## config.mk

```make
export PLATFORM = sky130hd
export DESIGN_NAME = uart_rx_frame
export DESIGN_NICKNAME = d
export VERILOG_FILES = /design/src/rtl/uart_pkg.sv /design/src/rtl/uart_rx_sync.sv /design/src/rtl/uart_rx_frame.sv
export SDC_FILE = /design/constraint.sdc
export NUM_CORES = 1
export LEC_CHECK = 0
export ABC_AREA = 1
export CAP_MARGIN = 0
export CORE_MARGIN = 2
export CORE_UTILIZATION = 40
export CTS_BUF_LIST = sky130_fd_sc_hd__clkbuf_8 sky130_fd_sc_hd__clkbuf_16
export DETAILED_ROUTE_END_ITERATION = 8
export PLACE_DENSITY = 0.7
export SLEW_MARGIN = 40
export SYNTH_ARGS = -nofsm -noshare
export SYNTH_HDL_FRONTEND = slang
export SYNTH_HIERARCHICAL = 1
export SYNTH_SLANG_ARGS = --single-unit
```

## constraint.sdc

```tcl
create_clock -name clk -period 1.9 [get_ports clk]
set_input_delay 0.19 -clock clk [delete_from_list [all_inputs] [get_ports clk]]
set_output_delay 0.19 -clock clk [all_outputs]
set_load 0.005 [all_outputs]
```

## src/rtl/uart_pkg.sv

```systemverilog
// ---------------------------------------------------------------------------
// uart_pkg
// Shared definitions for the UART receive path.
//   rx_state_t : frame receiver FSM states
//   PAR_EVEN / PAR_ODD : target XOR of data plus parity bit for each mode
//   cnt_width() : width of a counter that must hold values 0 .. max_count-1
// ---------------------------------------------------------------------------
package uart_pkg;

  typedef enum logic [2:0] {
    IDLE,
    START,
    DATA,
    PARITY,
    STOP,
    BRK_WAIT
  } rx_state_t;

  localparam logic PAR_EVEN = 1'b0;
  localparam logic PAR_ODD  = 1'b1;

  // Never returns less than one bit so tiny counts still get a real register.
  function automatic int cnt_width(input int max_count);
    return (max_count <= 2) ? 1 : $clog2(max_count);
  endfunction

endpackage

```

## src/rtl/uart_rx_sync.sv

```systemverilog
// ---------------------------------------------------------------------------
// uart_rx_sync
// Two-flop synchronizer for an asynchronous single-bit input.
// Ports:
//   clk   - sampling clock
//   rst_n - synchronous active-low reset, loads RESET_VAL into both flops
//   d     - asynchronous input
//   q     - synchronized output, two clk cycles behind d
// ---------------------------------------------------------------------------
module uart_rx_sync #(
  parameter logic RESET_VAL = 1'b1
) (
  input  logic clk,
  input  logic rst_n,
  input  logic d,
  output logic q
);

  logic meta;

  // Both stages reset to the line's idle level so no false edge is seen
  // downstream when reset is released.
  always_ff @(posedge clk) begin
    if (!rst_n) begin
      meta <= RESET_VAL;
      q    <= RESET_VAL;
    end else begin
      meta <= d;
      q    <= meta;
    end
  end

endmodule

```

## src/rtl/uart_rx_frame.sv

```systemverilog
// ---------------------------------------------------------------------------
// uart_rx_frame
// Oversampled UART frame receiver: start detect, mid-bit sampling LSB-first,
// optional parity, one or two stop bits, and line-break detection.
// Ports:
//   clk, rst_n     - clock and synchronous active-low reset
//   tick           - one-clk oversample strobe at OVERSAMPLE x baud
//   rx_in          - raw asynchronous serial line, idle high
//   data_out       - received word, forced to zero on any stop error
//   data_valid     - one-cycle pulse at the end of every completed frame
//   stop_bit_error - at least one stop sample was low
//   parity_error   - parity mismatch (always 0 without parity)
//   break_detect   - data, parity and stop samples were all low
//   busy           - receiver is anywhere but IDLE
// ---------------------------------------------------------------------------
module uart_rx_frame
  import uart_pkg::*;
#(
  parameter int DATA_BITS  = 8,
  parameter int OVERSAMPLE = 16,
  parameter int PARITY_EN  = 0,
  parameter int PARITY_ODD = 0,
  parameter int STOP_BITS  = 1
) (
  input  logic                 clk,
  input  logic                 rst_n,
  input  logic                 tick,
  input  logic                 rx_in,
  output logic [DATA_BITS-1:0] data_out,
  output logic                 data_valid,
  output logic                 stop_bit_error,
  output logic                 parity_error,
  output logic                 break_detect,
  output logic                 busy
);

  localparam int CNT_W = cnt_width(OVERSAMPLE);
  localparam int BIT_W = cnt_width(DATA_BITS);
  localparam logic [CNT_W-1:0] HALF_LAST  = CNT_W'(OVERSAMPLE / 2 - 1);
  localparam logic [CNT_W-1:0] FULL_LAST  = CNT_W'(OVERSAMPLE - 1);
  localparam logic [BIT_W-1:0] DATA_LAST  = BIT_W'(DATA_BITS - 1);
  localparam logic [BIT_W-1:0] STOP_LAST  = BIT_W'(STOP_BITS - 1);
  localparam logic             PAR_TARGET = (PARITY_ODD != 0) ? PAR_ODD : PAR_EVEN;
  localparam bit               HAS_PARITY = (PARITY_EN != 0);

  rx_state_t            state, state_next;
  logic                 rxs, rxs_prev;
  logic [CNT_W-1:0]     tick_cnt;
  logic [BIT_W-1:0]     bit_cnt;
  logic [DATA_BITS-1:0] shift_reg;
  logic                 par_bit;
  logic                 stop_low_seen;
  logic                 stop_high_seen;

  logic start_edge, half_point, full_point, frame_done;
  logic stop_err_final, brk_final, par_err_final;

  uart_rx_sync #(.RESET_VAL(1'b1)) u_sync (
    .clk   (clk),
    .rst_n (rst_n),
    .d     (rx_in),
    .q     (rxs)
  );

  // The final stop sample is the current rxs, so the end-of-frame results
  // fold it in combinationally and get registered on that same edge.
  assign start_edge     = rxs_prev && !rxs;
  assign half_point     = tick && (tick_cnt == HALF_LAST);
  assign full_point     = tick && (tick_cnt == FULL_LAST);
  assign frame_done     = (state == STOP) && full_point && (bit_cnt == STOP_LAST);
  assign stop_err_final = stop_low_seen || !rxs;
  assign brk_final      = (shift_reg == '0) && (!HAS_PARITY || !par_bit) &&
                          !stop_high_seen && !rxs;
  assign par_err_final  = HAS_PARITY && ((^shift_reg ^ par_bit) != PAR_TARGET);
  assign busy           = (state != IDLE);

  // State register only; all transition decisions live in the block below.
  always_ff @(posedge clk) begin
    if (!rst_n) begin
      state <= IDLE;
    end else begin
      state <= state_next;
    end
  end

  // Next-state logic. Leaving STOP goes straight to IDLE on the edge that
  // registers the outputs, so a start edge right after data_valid is caught.
  always_comb begin
    state_next = state;
    case (state)
      IDLE:     if (start_edge) state_next = START;
      START:    if (half_point) state_next = rxs ? IDLE : DATA;
      DATA:     if (full_point && (bit_cnt == DATA_LAST))
                  state_next = HAS_PARITY ? PARITY : STOP;
      PARITY:   if (full_point) state_next = STOP;
      STOP:     if (frame_done) state_next = brk_final ? BRK_WAIT : IDLE;
      BRK_WAIT: if (rxs) state_next = IDLE;
      default:  state_next = IDLE;
    endcase
  end

  // Datapath: tick counter, bit counter, shift register, stop/parity
  // accumulators and the registered frame results. Counters move only on
  // tick; the edge-detect history is refreshed every clk.
  always_ff @(posedge clk) begin
    if (!rst_n) begin
      rxs_prev       <= 1'b1;
      tick_cnt       <= '0;
      bit_cnt        <= '0;
      shift_reg      <= '0;
      par_bit        <= 1'b0;
      stop_low_seen  <= 1'b0;
      stop_high_seen <= 1'b0;
      data_out       <= '0;
      data_valid     <= 1'b0;
      stop_bit_error <= 1'b0;
      parity_error   <= 1'b0;
      break_detect   <= 1'b0;
    end else begin
      rxs_prev   <= rxs;
      data_valid <= 1'b0;
      case (state)
        IDLE: begin
          if (start_edge) begin
            tick_cnt       <= '0;
            bit_cnt        <= '0;
            par_bit        <= 1'b0;
            stop_low_seen  <= 1'b0;
            stop_high_seen <= 1'b0;
          end
        end
        START: begin
          if (tick) tick_cnt <= half_point ? '0 : tick_cnt + CNT_W'(1);
        end
        DATA: begin
          if (tick) tick_cnt <= full_point ? '0 : tick_cnt + CNT_W'(1);
          if (full_point) begin
            shift_reg <= {rxs, shift_reg[DATA_BITS-1:1]};
            bit_cnt   <= (bit_cnt == DATA_LAST) ? '0 : bit_cnt + BIT_W'(1);
          end
        end
        PARITY: begin
          if (tick) tick_cnt <= full_point ? '0 : tick_cnt + CNT_W'(1);
          if (full_point) par_bit <= rxs;
        end
        STOP: begin
          if (tick) tick_cnt <= full_point ? '0 : tick_cnt + CNT_W'(1);
          if (full_point) begin
            bit_cnt <= (bit_cnt == STOP_LAST) ? '0 : bit_cnt + BIT_W'(1);
            if (rxs) stop_high_seen <= 1'b1;
            else     stop_low_seen  <= 1'b1;
          end
        end
        default: begin
          tick_cnt <= '0;
        end
      endcase
      if (frame_done) begin
        data_valid     <= 1'b1;
        stop_bit_error <= stop_err_final;
        parity_error   <= par_err_final;
        break_detect   <= brk_final;
        data_out       <= stop_err_final ? '0 : shift_reg;
      end
    end
  end

endmodule

```

# == Word-level counts from Yosys, hierarchy flattened ==
# Cells that the tools add are included.
# totals
reg_bits,34
inputBits,4
word_cells,89
# op_classes
addsub,2
n_eq_ne,20
muxes,30
n_reduce_logical,24
# op_table
op,count
2-to-1 mux 3 bit,12
2-to-1 mux 4 bit,5
"inequality test 2 bit, second input constant",9
case mux 3 bit (6 select lines),1
case mux 4 bit (3 select lines),1
AND reduction 4 bit,3
"equality test 3 bit, second input constant",3
case mux 3 bit (3 select lines),1
logical AND 1 bit,8
zero test 8 bit,1
2-to-1 mux 8 bit,1
"equality test 3 x 2 -> 1 bit, second input constant",2
zero test 3 bit,2
2-to-1 mux 1 bit,6
"inequality test 2 x 1 -> 1 bit, second input constant",3
AND reduction 6 bit,1
nonzero test 3 bit,2
"adder 4 x 1 -> 4 bit, second input constant",1
"equality test 4 x 3 -> 1 bit, second input constant",1
"equality test 4 bit, second input constant",1
case mux 1 bit (2 select lines),2
"adder 3 x 1 -> 3 bit, second input constant",1
"equality test 3 x 1 -> 1 bit, second input constant",1
AND reduction 3 bit,1
6 further kinds,7

# == Logic depth before layout (Yosys ltp) ==
# logic_depth
word_depth,6
depth_mapped,11

# == Cells and area by module ==
# Netlist, hierarchy kept.
# by_module_without_submodules
mod,n_inst,cells_each,area_per_inst_um2,seq_area_each_um2
uart_rx_frame,1,232,1562.7,640.6
uart_rx_sync,1,6,55.1,40.0

# == Worst setup path before layout ==
# OpenSTA, ideal clock, no wires.
# synth_timing
kind,flip-flop to flip-flop
start,register tick_cnt[0]
end,register bit_cnt[0]
arrival_time_ps,1273
setup_slack_ps,563
path_stages_with_launch,9
n_path_buf,1
path_cell_list,dfxtp_1 ha_1 nand2_1 nor3_2 nand2_1 buf_2 a21oi_4 nor2_1 nor2_1
# synth_between
elab_chain_cells,4
# synth_lines
item,line,source
"start, declared",uart_rx_frame.sv:48,logic [CNT_W-1:0] tick_cnt;
"start signal, assigned",uart_rx_frame.sv:133,if (tick) tick_cnt <= half_point ? '0 : tick_cnt + CNT_W'(1);
"start signal, assigned",uart_rx_frame.sv:136,if (tick) tick_cnt <= full_point ? '0 : tick_cnt + CNT_W'(1);
"start signal, assigned",uart_rx_frame.sv:143,if (tick) tick_cnt <= full_point ? '0 : tick_cnt + CNT_W'(1);
equality test 4 bit *,uart_rx_frame.sv:69,assign full_point = tick && (tick_cnt == FULL_LAST);
logical AND 1 bit *,uart_rx_frame.sv:69,
inequality test 2 bit (no source line),-,
AND reduction 4 bit (no source line) *,-,
"end signal, assigned",uart_rx_frame.sv:139,bit_cnt <= (bit_cnt == DATA_LAST) ? '0 : bit_cnt + BIT_W'(1);
"end signal, assigned",uart_rx_frame.sv:149,bit_cnt <= (bit_cnt == STOP_LAST) ? '0 : bit_cnt + BIT_W'(1);
"end, declared",uart_rx_frame.sv:49,logic [BIT_W-1:0] bit_cnt;
# Mark *: on every way between the ends. The rest lies on a longest branch, timed or not.
# A chain may end at the register's enable or synchronous reset.

# == Worst setup path in the final report ==
# layout_timing
start,register state[0]
end,output busy
# layout_between
elab_chain_cells,1
# layout_lines
item,line,source
"start, declared",uart_rx_frame.sv:46,"rx_state_t state, state_next;"
"start signal, assigned",uart_rx_frame.sv:82,state <= state_next;
nonzero test 3 bit,uart_rx_frame.sv:75,assign busy = (state != IDLE);
"end, declared",uart_rx_frame.sv:34,output logic busy
# Every way passes these cells.

==> metrics.md <==
| Metric | Value |
|---|---|
| Status | `completed` |
| Cell area after synthesis | `0.00162 mm²` |
| Synth Area in Adders | `3.09%` |
| Synth Warn # | `6` |
| Mean post-synth cell area | `~6.8 µm²` |
| Die Width | `67.6 µm` |
| Synth Register Bits | `34` |
| Final Max Slew Viols | `0` |
| Final WS setup | `0.209 ns` |
| Fraction of layout cells with a size suffix above 1 | `roughly an eighth` |
| Crit Path Max Fanout | `7` |
| Area added between synthesis and finish | `17.7%` |
| Crit path launch | `state[0]$_SDFFE_PN0P_` |
| Max stage delay cell, worst path | `clkdlybuf4s50_1` |
| Max-Cap Viols | `0` |
| GP Congestion | `0.822` |
| WL/cell | `around 10 µm` |
| Syn nets | `246` |
| Layout Nets | `~270` |
| H-tree levels | `2` |
| Vias per cell | `4.58` |
| Die Ht | `67.6 µm` |
| Required @ worst endpoint | `1.71 ns` |
| Worst vdd rail ir drop | `0.000418 V` |
| Synth Area in Compound Gates | `~13%` |
| Share of the synthesized area in the top cell type | `42.1%` |
| Mapped Cells | `about 240` |
| I/O pins | `17` |
| Distinct cells, synth | `25` |
| Clock skew | `0.00610 ns` |
| Initial antenna violation count | `0` |
| Cells along the critical path | `nor2_2 -> nand2_1 -> clkdlybuf4s50_1` |
| Synth area leaders | `dfxtp_1 (42%), nand2_1 (16%), nor2_1 (6.7%)` |
| Post-CTS setup repair buffer count | `0` |
| Commonest cells after routing, fill and taps aside | `nand2_1 (68), dfxtp_1 (34), nor2_1 (29)` |
| Reg-to-Reg End | `shift_reg[3]$_SDFFE_PN0P_` |
| Power, Total | `0.00199 W` |
| Register-to-Register Setup Slack | `about 0.26 ns` |
| Multiplexer area fraction after synthesis | `0%` |
| RR Startpoint | `tick_cnt[0]$_SDFFE_PN0P_` |
| CTS tree | `yes` |
| Top cell type by total area after synthesis | `dfxtp_1` |
| PwrDens | `~1000 mW/mm²` |
| Worst r2r path cells | `7` |
| GRT Total Usage | `16.6%` |
| Post-CTS Resized | `0` |
| Root Buffer | `clkbuf_8` |
| Setup TNS Final | `0 ns` |
| Placed instance count | `301` |
| Worst Path Buf+Inv | `1` |
| Peak Freq | `591 MHz` |
| Sequential share of the synthesized area | `between 40% and 50%` |
| DR iter-0 viols | `73` |
| Commonest non-fill, non-tap cell in the layout | `nand2_1` |
| Min Hold Slack | `0.403 ns` |
| 1st-pass router iterations | `4` |
| Critical Path Sink Type | `output pin` |
| Largest net degree at the start of global routing | `22` |
| Layout fillers | `404` |
| Crit share post-route | `89.0%` |
| Dpl hpwl | `about 2400 µm` |
| TritonCTS buffer count | `5` |
| Skew-Pair Late Insertion Delay | `0.28 ns` |
| Clk buf depth | `2` |
| # rows | `23` |
| RSZ-0062 raised after global routing | `no` |
| Initial Util | `about two fifths` |
| Area of the core | `0.00394 mm²` |
| Layout Cells excl Fill | `308` |
| Antenna Nets Post-Route | `0` |
| Hold_buf cts | `0` |
| Largest family of logic cells by synthesized area | `simple AND/OR/NAND/NOR gates` |
| Critical path startpoint category | `flip-flop` |
| Minimum clock period after layout | `between 1.5 and 2 ns` |
| Worst Path Class, Setup | `reg2out` |
| Pleak | `between 0.8 and 0.9 nW` |
| Antenna cells | `0` |
| Final setup violation count | `0` |
| Place WS | `~0.17 ns` |
| CP endpoint | `busy` |
| I/O Buffers | `15` |
| Via count | `1412` |
| Simple-Gate Fraction of Synth Area | `33.1%` |
| GRT Residual Overflow | `0` |
| CP top delay family | `buffers and inverters` |
| Levels on crit path | `3` |
| Vias in the first global route | `1268` |
| Classification of the worst-slack hold path | `reg2reg` |
| Worst Path Arrival | `1.50 ns` |
| Xor and xnor fraction of the mapped netlist area | `0%` |
| Max stage delay on crit path | `0.47 ns` |
| CTS clk-pin slew, worst paths | `0.06 ns` |
| Final hold vios | `0` |
| DRC viols | `0` |
| Drt total wl | `around 3200 µm` |
| Die ar. | `0.00457 mm²` |
| First-pass GRT wire length | `5700 µm` |
| Clk sinks | `34` |
## final cells by class
cell class / count / area (µm²) / share of cell area (%)
Sequential cell: 34 / 681 / 35.7
Timing Repair Buffer: 19 / 180 / 9.46
Inverter: 29 / 109 / 5.72
Clock buffer: 5 / 68.8 / 3.61
Clock inverter: 2 / 10.0 / 0.526
Tap cell: 50 / 62.6 / 3.29
Multi-Input combinational cell: 169 / 793 / 41.7
## tightest hold or removal path, delay by kind of cell (launching register included)
| family | cells | cell delay, ns |
|---|---|---|
| AND/OR/NAND/NOR | 1 | 0.04 |
| buffers and inverters | 1 | 0.03 |
| flip-flops | 1 | 0.30 |
## logic make-up (layout without fill, tap and decap cells)
group | Yosys count | after routing
other | 1 | 1
adder cells (fa/ha/maj) | 4 | 4
buffers and inverters | 35 | 55
AND/OR/NAND/NOR | 126 | 126
flip-flops | 34 | 34
AO/OA/AOI/OAI | 38 | 38
## worst min path at each step
stage                           start                     end  slack, ns  depth (start not counted)
2_1_floorplan                   rst_n  u_sync/meta$_SDFF_PN1_       0.26                          1
3_3_place_gp   u_sync/meta$_SDFF_PN1_     u_sync/q$_SDFF_PN1_       0.39                          2
3_5_place_dp   u_sync/meta$_SDFF_PN1_     u_sync/q$_SDFF_PN1_       0.39                          2
4_1_cts        u_sync/meta$_SDFF_PN1_     u_sync/q$_SDFF_PN1_       0.41                          2
5_1_grt        u_sync/meta$_SDFF_PN1_     u_sync/q$_SDFF_PN1_       0.42                          2
6_report       u_sync/meta$_SDFF_PN1_     u_sync/q$_SDFF_PN1_       0.40                          2
## where the power goes
group / total [W] / switching [W] / leakage, nW / internal [W]
logic: 0.000675 / 0.000434 / 0.547 / 0.000240
clock network: 0.000485 / 0.000239 / 0.0438 / 0.000245
registers: 0.000828 / 0.0000564 / 0.276 / 0.000772
total: 0.00199 / 0.000730 / 0.867 / 0.00126
## metal layers
| metal | GRT usage [%] | share of wire, % | vias up |
|---|---|---|---|
| met5 | 0 | 0 | - |
| met4 | 5.36 | 0 | 0 |
| met3 | 4.50 | 2.8 | 0 |
| met2 | 25.4 | 45 | 15 |
| met1 | 22.5 | 53 | 614 |
| li1 | - | - | 783 |
## Yosys cell counts (all sizes together)
cell type / n
ha: 4
nor3: 2
nand2: 72
inv: 29
buf: 3
nand3: 15
or2: 1
a21oi: 21
dfxtp: 34
o21a: 1
nand3b: 1
o21ai: 16
nand4: 1
nor2: 34
clkbuf: 3
conb: 1
## metrics by stage
stage	util, %	cell area [µm²]
finish	48.3	1900
floorplan	-	1620
global placement	46.3	1830
CTS	48.3	1900
global route	48.3	1900
detailed placement	46.3	1830
Note: power is estimated with default switching activity, not from simulation.
==> variant, RTL diff (config.mk and constraints unchanged) <==
Re-encode `rx_state_t` (6 states) as Gray code, 3 bits wide.
--- a/src/rtl/uart_pkg.sv
+++ b/src/rtl/uart_pkg.sv
@@ -8,12 +8,12 @@
 package uart_pkg;
 
   typedef enum logic [2:0] {
-    IDLE,
-    START,
-    DATA,
-    PARITY,
-    STOP,
-    BRK_WAIT
+    IDLE     = 3'b000,
+    START    = 3'b001,
+    DATA     = 3'b011,
+    PARITY   = 3'b010,
+    STOP     = 3'b110,
+    BRK_WAIT = 3'b111
   } rx_state_t;
 
   localparam logic PAR_EVEN = 1'b0;
Check against the original RTL: same outputs for any inputs over 10 cycles, from zero or initial values and one cycle with rst_n low; not proved beyond that.
==> variant against the original RTL <==
Sequential cell count unchanged. Final area rose by 2.8%. Critical path type unchanged. Setup slack got worse by 71 ps. Wire length increased by 1.9%. Fmax down 4.0%. Clock skew increased by 5.2 ps. Synthesized area up 1.2%.
Power is not compared: it rests on default switching activity, and its combinational part moved more than twofold at a synthesized area within 25%.
==> variant: results <==
export IMPL_max_slew_margin_rel_pct=65.2
export IMPL_diodes=0
export IMPL_worst_r2r_cell_count=9
export IMPL_wl_um=3290
export IMPL_crit_path_max_fanout=5
export IMPL_synthDistinctLibCells=26
export IMPL_cts_resized=0
export IMPL_insertion_delay_ps=290
export IMPL_regToRegStartpoint="tick_cnt[0]$_SDFFE_PN0P_"
export IMPL_status="finished, final reports clean"
export IMPL_cts_buffer_depth=2
export IMPL_track_usage_pct=17.2
export IMPL_cts_htree_levels=2
export IMPL_hold_class="reg2reg"
export IMPL_async_flop_share_pct=0
export IMPL_fin_worst_skew_ps=11.3
export IMPL_antenna_found_initial=0
export IMPL_ff2ff_setup_slack_ps=280
export IMPL_clkTransAtPathRegs_ps=60
export IMPL_power_leakage_nw=0.816
export IMPL_syn_nets=242
export IMPL_drt_iter0_markers=139
export IMPL_synthTopCellsByArea="dfxtp_1 (42%), nand2_1 (12%), nor2_1 (8.0%)"
export IMPL_ys_seq_area_share_pct=41.6
export IMPL_place_hpwl_um=2390
export IMPL_ctsRootBufferMaster="clkbuf_8"
export IMPL_nNetsFinal=262
export IMPL_post_cts_buffers=0
export IMPL_power_internal_mw=1.25
export IMPL_startpoint="state[1]$_SDFFE_PN0P_"
export IMPL_rr_endpoint="shift_reg[0]$_SDFFE_PN0P_"
export IMPL_io_buffers=15
export IMPL_yosysTopAreaCell="dfxtp_1"
export IMPL_cts_buffers=5
export IMPL_place_gp_congestion=0.864
export IMPL_drtPass1Iterations=4
export IMPL_ys_warnings_count=6
export IMPL_grt_pass1_wl_um=5940
export IMPL_hold_start="u_sync/meta$_SDFF_PN1_"
export IMPL_placed_cells=297
export IMPL_min_to="u_sync/q$_SDFF_PN1_"
export IMPL_vias_per_cell=4.73
export IMPL_grt_max_degree=20
export IMPL_ir_drop_mv=0.577
export IMPL_worst_ep_arrival_time_ps=1570
export IMPL_startpoint_type="flip-flop"
export IMPL_synth_common_cells="nand2_1 (54), nor2_1 (35), dfxtp_1 (34)"
export IMPL_vias=1439
export IMPL_syn_area_per_cell_sq_um=6.99
export IMPL_drive_gt1_share_pct=11.4
export IMPL_holdPathStages=2
-- variant: changes by cell type after synthesis, moves of 2 or more --
| cell | change |
|---|---|
| inv_1 | +3 |
| o21ai_0 | +4 |
| clkbuf_1 | -2 |
| nand2_1 | -14 |
| inv_2 | -3 |
| nor2_4 | +2 |
| nor2_1 | +6 |
| nand3_1 | -3 |
| nand2_2 | -2 |
-- variant: how the worst max path moves through the flow --
stage	end	cells past startpoint	slack (ps)
global placement	shift_reg[2]$_SDFFE_PN0P_	9	240
floorplan	data_out[2]$_SDFFE_PN0P_	7	480
detailed placement	shift_reg[0]$_SDFFE_PN0P_	9	210
finish	busy	3	140
global route	shift_reg[3]$_SDFFE_PN0P_	9	50
CTS	busy	3	130
-- variant: final cells by class --
type | instances | area, sq um
fill | 395 | 2010
multi-input combinational | 165 | 816
sequential | 34 | 681
timing repair buffer | 18 | 173
inverter | 30 | 113
clock buffer | 6 | 82.6
tap | 50 | 62.6
clock inverter | 1 | 30.0
-- variant: logic make-up after synthesis --
group	synth area share, %
AND/OR/NAND/NOR	32.2
AO/OA/AOI/OAI	13.8
buffers and inverters	8.56
flip-flops	41.6
adder cells (fa/ha/maj)	3.06
XOR/XNOR	0.535
other	0.229
-- variant: worst max-delay path, stage by stage, from the launching register on --
cell and delay, ps:
dfxtp_1 460, inv_1 160, nand3_2 160, clkdlybuf4s50_1 520
-- variant: routing by layer --
layer / vias to the layer above / global-route usage [%] / part of all wire [%]
met2: 31 / 26.3 / 46
met1: 631 / 22.2 / 50
met3: 4 / 4.44 / 4.0
met4: 0 / 9.00 / 0.79
met5: - / 0 / 0
li1: 773 / - / -
-- variant: through the flow --
| stage | setup WS, ps | hold WS (ps) | cell area [sq um] | util [%] |
|---|---|---|---|---|
| 3_3_place_gp | 244 | 387 | 1840 | 46.4 |
| 6_report | 138 | 403 | 1960 | 49.3 |
| 2_1_floorplan | 476 | 259 | 1640 | - |
| 3_5_place_dp | 208 | 391 | 1840 | 46.4 |
| 4_1_cts | 129 | 407 | 1960 | 49.3 |
| 5_1_grt | 53.0 | 442 | 1960 | 49.3 |
-- variant: power by group through the flow --
stage | logic, mW | clock network, mW | registers [mW]
2_1_floorplan | 0.195 | 0 | 0.771
3_3_place_gp | 0.253 | 0 | 0.777
3_5_place_dp | 0.251 | 0 | 0.777
4_1_cts | 0.253 | 0.695 | 0.761
5_1_grt | 0.293 | 0.725 | 0.765
6_report | 0.253 | 0.671 | 0.761
